`src/rtl/ones_frame_acc_pkg.sv`:
```
// Shared definitions for the ones_frame_acc frame popcount accumulator:
// FSM states, result width, default frame-length width and a saturating adder.
package ones_frame_acc_pkg;

    localparam int unsigned CNT_W     = 32;
    localparam int unsigned DEF_LEN_W = 16;

    typedef enum logic [1:0] {
        IDLE,
        ACC,
        HOLD
    } state_t;

    // Clamps at all-ones instead of wrapping.
    function automatic logic [CNT_W-1:0] sat_add(input logic [CNT_W-1:0] a,
                                                 input logic [CNT_W-1:0] b);
        logic [CNT_W:0] s;
        s = {1'b0, a} + {1'b0, b};
        return s[CNT_W] ? '1 : s[CNT_W-1:0];
    endfunction

endpackage

```
`src/rtl/get1num_add.sv`:
```
// Combinational count of set bits in one input word, zero-extended to the
// accumulator width.
module get1num_add
    import ones_frame_acc_pkg::*;
#(
    parameter int unsigned DATA_W = 8
) (
    input  logic [DATA_W-1:0] i_data,
    output logic [CNT_W-1:0]  ret
);

    always_comb begin
        ret = '0;
        for (int unsigned i = 0; i < DATA_W; i++) begin
            ret = ret + CNT_W'(i_data[i]);
        end
    end

endmodule

```
`src/rtl/ones_frame_acc.sv`:
```
// Accumulates the number of 1 bits and the word count over a frame of input
// words, then presents the result until the downstream side takes it.
module ones_frame_acc
    import ones_frame_acc_pkg::*;
#(
    parameter int unsigned DATA_W = 8,
    parameter int unsigned LEN_W  = DEF_LEN_W
) (
    input  logic              clk,
    input  logic              rst_n,
    input  logic [DATA_W-1:0] i_data,
    input  logic              i_valid,
    input  logic              i_last,
    output logic              o_ready,
    output logic [CNT_W-1:0]  o_cnt,
    output logic [LEN_W-1:0]  o_len,
    output logic              o_ovf,
    output logic              o_valid,
    input  logic              i_ready
);

    localparam logic [LEN_W-1:0] LEN_MAX = '1;

    state_t           state;
    state_t           state_nxt;
    logic [CNT_W-1:0] word_ones;
    logic [CNT_W-1:0] sum;
    logic [CNT_W-1:0] sum_nxt;
    logic [LEN_W-1:0] len;
    logic [LEN_W-1:0] len_nxt;
    logic             ovf;
    logic             ovf_nxt;
    logic             accept;
    logic             res_take;

    get1num_add #(
        .DATA_W (DATA_W)
    ) u_get1num_add (
        .i_data (i_data),
        .ret    (word_ones)
    );

    // Ready is gated by reset so nothing is offered while the block is held in reset.
    assign o_ready  = rst_n && (state != HOLD);
    assign accept   = i_valid && o_ready;
    assign res_take = (state == HOLD) && o_valid && i_ready;

    assign sum_nxt = sat_add(sum, word_ones);
    assign len_nxt = (len == LEN_MAX) ? len : len + LEN_W'(1);
    assign ovf_nxt = ovf || (len == LEN_MAX);

    always_comb begin
        state_nxt = state;
        case (state)
            IDLE: if (accept) state_nxt = i_last ? HOLD : ACC;
            ACC:  if (accept && i_last) state_nxt = HOLD;
            HOLD: if (res_take) state_nxt = IDLE;
            default: state_nxt = IDLE;
        endcase
    end

    always_ff @(posedge clk) begin
        if (!rst_n) begin
            state <= IDLE;
        end else begin
            state <= state_nxt;
        end
    end

    always_ff @(posedge clk) begin
        if (!rst_n) begin
            sum     <= '0;
            len     <= '0;
            ovf     <= 1'b0;
            o_cnt   <= '0;
            o_len   <= '0;
            o_ovf   <= 1'b0;
            o_valid <= 1'b0;
        end else if (accept) begin
            if (i_last) begin
                o_cnt   <= sum_nxt;
                o_len   <= len_nxt;
                o_ovf   <= ovf_nxt;
                o_valid <= 1'b1;
            end else begin
                sum <= sum_nxt;
                len <= len_nxt;
                ovf <= ovf_nxt;
            end
        end else if (res_take) begin
            o_valid <= 1'b0;
            sum     <= '0;
            len     <= '0;
            ovf     <= 1'b0;
        end
    end

endmodule

```
`config.mk`:
```
export PLATFORM = sky130hd
export DESIGN_NAME = ones_frame_acc
export DESIGN_NICKNAME = d
export VERILOG_FILES = /design/src/rtl/ones_frame_acc_pkg.sv /design/src/rtl/get1num_add.sv /design/src/rtl/ones_frame_acc.sv
export SDC_FILE = /design/constraint.sdc
export NUM_CORES = 1
export LEC_CHECK = 0
export BUFFER_PORTS_ARGS = -buffer_cell sky130_fd_sc_hd__buf_4
export CAP_MARGIN = 20
export CORE_MARGIN = 8
export CORE_UTILIZATION = 59
export CTS_CLUSTER_DIAMETER = 40
export DETAILED_ROUTE_END_ITERATION = 10
export PLACE_DENSITY_LB_ADDON = 0.15
export SYNTH_ARGS = -nofsm -noshare
export SYNTH_HDL_FRONTEND = slang
export SYNTH_SLANG_ARGS = --single-unit
```
`constraint.sdc`:
```
create_clock -name clk -period 5.6 [get_ports clk]
set_input_delay 1.12 -clock clk [delete_from_list [all_inputs] [get_ports clk]]
set_output_delay 1.12 -clock clk [all_outputs]
set_load 0.01 [all_outputs]
```
### Yosys cells after proc, flatten, opt, wreduce, memory -nomap -nowiden

Index checks and enable logic that the tools add are counted.

* add/subtract/negate cells: 9
* multiply operators: 0
* div/mod/pow operators: 0
* $lt $le $gt $ge: 0
* eq/ne operators: 9
* shift operators: 0
* muxes and demuxes: 18
* bitwise operators: 0
* reduce and logical (&&, ||, !) cells: 12

Operators with widths (count)
* 32-bit by 1-bit adder with 32-bit output: 6
* 32-bit two-way mux: 4
* 16-bit two-way mux: 4
* 32-bit by 32-bit adder with 33-bit output: 1
* 16-bit by 1-bit adder with 16-bit output (second input constant): 1
* 16-bit equality test (second input constant): 1
* 2-bit != test (second input constant): 6
* 2-bit two-way mux: 4
* 2-bit case mux with 3 select lines: 1
* 2-bit AND reduction: 3
* 1-bit logical AND: 5
* 1-bit two-way mux: 5
* 3-bit AND reduction: 1
* 1-bit by 1-bit adder with 2-bit output: 1
* 2-bit by 1-bit equality test with 1-bit output (second input constant): 1
* 2-bit equality test (second input constant): 1
* 2-bit zero test: 1
* 2-bit nonzero test: 1
* 1-bit logical OR: 1

* register bits: 101
* bits in latches: 0
* bits in writable memories: 0
* memory bits (read-only): 0
* logic and storage cells: 56
* memories: 0

### Longest topological paths before layout

* depth after elaboration: 11
* gate-level depth with buffers: 15

### Modules after synthesis

A second synthesis with hierarchy kept.

* cells, all modules: 749
* area, all modules: 6073.3 sq um

By module, submodules not included
* ones_frame_acc: times used 1, cells an instance 699, area each 5680.4 sq um
* get1num_add: times used 1, cells an instance 50, area each 392.9 sq um

### Worst setup path before layout

Ideal clock, no wire load.

* kind: input -> register
* start point: in i_data[0]
* end point: reg sum[9]
* arrival: 4.978 ns
* required time: 5.478 ns
* slack: 0.500 ns
* cell stages on the path: 14
* buffers on the path: 1
* path through: ha_1 > inv_1 > fa_1 > fa_1 > fa_1 > fa_1 > xnor2_1 > ha_1 > and3_1 > a22oi_1 > clkbuf_1 > nor2_1 > xnor2_1 > o311a_1

* longest elaborated chain between the ends: 11

RTL lines
* from (decl): line ones_frame_acc.sv:11 `input logic [DATA_W-1:0] i_data,`
* 1-bit by 1-bit adder with 2-bit output: line get1num_add.sv:15 `ret = ret + CNT_W'(i_data[i]);`
* 32-bit by 1-bit adder with 32-bit output (6 in series): line get1num_add.sv:15
* 32-bit by 32-bit adder with 33-bit output: line ones_frame_acc_pkg.sv:18 `s = {1'b0, a} + {1'b0, b};`
* 32-bit two-way mux: line ones_frame_acc_pkg.sv:19 `return s[CNT_W] ? '1 : s[CNT_W-1:0];`
* 32-bit two-way mux: line ones_frame_acc.sv:80 `if (i_last) begin`
* 32-bit two-way mux: line ones_frame_acc.sv:79 `end else if (accept) begin`
* to (signal assigned): line ones_frame_acc.sv:86 `sum <= sum_nxt;`
* to (decl): line ones_frame_acc.sv:27 `logic [CNT_W-1:0] sum;`

Every way passes these cells. The select of a mux whose other input is x is not followed.
A chain may end at the register's enable or synchronous reset.

### Worst setup path in the final report

Same ends and word-level chain as after synthesis.

==> impl_metrics.csv <==
group,metric,value,unit
cts,clkLatencyLatePin,0.38,ns
detailed_routing,drcViolationCount,0,
cts,clk_pin_slew,0.10,ns
layout,layout_commonest_cell,"dfxtp_1",
place,gp_congestion,0.912,
timing,finalWorstSetupSlack,0.284,ns
floorplanning,fp.dieH,112,µm
synthesis,synthArstFlopShare,0,
detailed_routing,wl_per_cell,17.3,µm
cts,cts_tree,"built",
detailed_routing,totalWireLength,14.2,mm
setup_path,r2r_start,"state[1]$_SDFFE_PN0P_",
place,numPortBuffers,63,
floorplanning,fp.dieW,112,µm
place,dp.cells,807,
timing,grt_setup_unrepaired,"false",
layout,fillers,751,
synthesis,avgSynthCellArea,8.13,µm²
global_route,overflow,0,
global_route,grt_pass1_vias,4891,
floorplanning,dieArea,0.0125,mm²
layout,final_nets,733,
timing,fin_skew,0.0137,ns
place,hpwl,9.83,mm
synthesis,synth_edf_count,0,
floorplanning,row_count,35,
pwr,switching_power,0.375,mW
pwr,combPwrFrac,0.142,
detailed_routing,routed_via_density,6.24,
floorplanning,initial_core_util,0.598,
synthesis,syn_nets,692,
timing,setup_viol_count_final,0,
synthesis,synthCells,666,
cts,hold_buffers,0,
pwr,intPower,0.980,mW
synthesis,synth_compound_area_frac,0.244,
cts,clockRootBuffer,"clkbuf_8",
timing,period_minus_slack,5.32,ns
detailed_routing,drtAntennaViolNets,0,
setup_path,critPathMaxFanout,12,
global_route,grt_max_degree,61,
status,outcome,"finished clean",
timing,whs,0.465,ns
flow_run,cap_viol_max_count,0,
layout,finish.instance_area,0.00611,mm²
pwr,total_leakage_power,2.29,nW
timing,slew_headroom,0.376,
synthesis,synth_cell_types,70,
synthesis,synth_xor_area_frac,0.0550,
timing,fmax,0.188,GHz
synthesis,synth-main-ff-cell,"dfxtp_1",
place,dp_slack,-0.0621,ns
cts,h-tree-depth,3,
layout,insertedDiodeCount,0,
timing,fin_tns_setup,0,ns
setup_path,cp.arrival,5.58,ns
timing,worstMarginPinSlew,0.936,ns
detailed_routing,via_count,5131,
pwr,cellPowerDensity,222,mW/mm²
synthesis,ys_ff_latch,101,
synthesis,synth_top_family_by_area,"compound AO/OA/AOI/OAI gates",
layout,final_cell_mix,"101 x dfxtp_1, 77 x buf_4, 65 x o21ai_0, 61 x a21oi_1, 58 x nand2_1",
floorplanning,core_area,0.00906,mm²
synthesis,netlist_area,0.00542,mm²
layout,synthToLayoutAreaGrowth,12.8,%
setup_path,cp_data_required_time,5.86,ns
detailed_routing,first_pass_iters,5,
timing,slew_violations,0,
synthesis,synth_fa_ha_area_frac,0.0370,
synthesis,muxShareOfSynthArea,0.00185,
setup_path,start_kind,"primary input",
cts,clkSinkCount,101,
layout,stdcell_count,822,
setup_path,crit_start,"i_data[0]",
synthesis,ys_warn_count,0,
timing,post-route-period-util,0.949,
global_route,grt_use_total,0.230,
layout,final_layout_size_suffix_gt1_frac,0.155,
synthesis,ys_seq_area_frac,0.373,
setup_path,r2r_slack,2.96,ns
hold_path,min_path_type,"reg2reg",
layout,utilization,0.674,
floorplanning,io_pins,64,
global_route,antenna_found_initial,0,
detailed_routing,drtIter0Drc,414,
cts,cts_buffers,9,
cts,clk_path_buf_depth,2,
timing,final_hold_viol_count,0,
place,post_dp_cell_area,0.00595,mm²
pwr,p_total,1.35,mW
setup_path,timing_worst_setup_path_type,"in2reg",
synthesis,synth-simple-area-share,0.234,
cts,cts_setup_buffers,0,
pwr,vdd_drop_max,0.000133,V
pwr,clkPwrFrac,0.303,
cts,cts-resized-gates,0,
setup_path,critPathCaptureType,"register",
global_route,grt_first_pass_wirelength,24.1,mm
pwr,pwr-share-seq,0.556,
hold_path,hold_start,"o_len[7]$_SDFFE_PN0P_",
pwr,switching_share,0.277,
==> synthesized netlist by cell type (all sizes together) (3+ instances only) <==
cell type,count,share of area
a22oi,3,0.0042
o211ai,5,0.0069
o311ai,3,0.0049
and4,6,0.0099
nand3,25,0.024
and3,8,0.0092
o21bai,3,0.0042
nand2,58,0.040
a21oi,61,0.056
fa,5,0.018
o311a,4,0.0074
o21ai,66,0.062
or4,4,0.0062
o22ai,3,0.0035
nand2b,4,0.0046
nor4,16,0.032
nand4,11,0.015
o21a,5,0.0069
a211oi,5,0.0069
xnor2,20,0.032
ha,8,0.018
nor2,42,0.029
a31oi,13,0.015
dfxtp,101,0.37
buf,14,0.014
inv,26,0.018
a21o,5,0.0069
a21boi,5,0.0069
clkbuf,33,0.023
or3,3,0.0035
o31a,10,0.016
or2,3,0.0035
and2,6,0.0069
o2bb2ai,6,0.0097
nor2b,4,0.0046
nor3,33,0.032
xor2,14,0.023
==> logic make-up after synthesis <==
group / count (synthesis)
flip-flops: 101
multiplexers: 1
buffers and inverters: 73
XOR/XNOR: 34
AND/OR/NAND/NOR: 231
AO/OA/AOI/OAI: 213
adder cells (fa/ha/maj): 13
==> power by group through the flow <==
stage | sequential, mW | clock, mW | combinational, mW
6_report | 0.753 | 0.410 | 0.192
5_1_grt | 0.756 | 0.438 | 0.214
3_5_place_dp | 0.769 | 0 | 0.191
2_1_floorplan | 0.775 | 0 | 0.113
3_3_place_gp | 0.768 | 0 | 0.184
4_1_cts | 0.753 | 0.416 | 0.192
==> worst paths after layout <==
check / depth (start not counted) / end
max: 15 / sum[9]$_SDFFE_PN0P_
max reg2reg: 5 / len[0]$_SDFFE_PN0P_
min reg2reg: 2 / o_len[7]$_SDFFE_PN0P_
min: 2 / o_len[7]$_SDFFE_PN0P_
==> layout make-up <==
class / instances / area, µm² / share of cell area
sequential: 101 / 2020 / 0.331
inverter: 26 / 97.6 / 0.0160
tap: 111 / 139 / 0.0227
clock buffer: 12 / 135 / 0.0221
multi-input combinational: 492 / 3110 / 0.510
timing repair buffer: 77 / 578 / 0.0947
clock inverter: 3 / 23.8 / 0.00389
==> state kept, by name, indices dropped and copies added, names as in the netlist <==
signal,cells
state,2
o_len,16
sum,32
o_valid,1
len,16
ovf,1
o_cnt,32
o_ovf,1
==> metal layers <==
layer  GRT usage  vias to the layer above  share of wire
met2       0.372                      191           0.47
met1       0.293                     2420           0.45
met5           0                        -              0
met4      0.0948                        0          0.020
met3      0.0465                       26          0.068
li1            -                     2494              -
==> worst max-delay path, cell delays in order <==
cell     delay, ns
buf_4         0.11
ha_1          0.28
inv_1         0.08
fa_1          0.43
fa_1          0.47
fa_1          0.43
fa_1          0.45
xnor2_1       0.14
ha_1          0.33
and3_1        0.20
a22oi_1       0.72
buf_4         0.32
nor2_1        0.07
xnor2_1       0.14
o311a_1       0.29
Power figures use the tool's default switching activity.
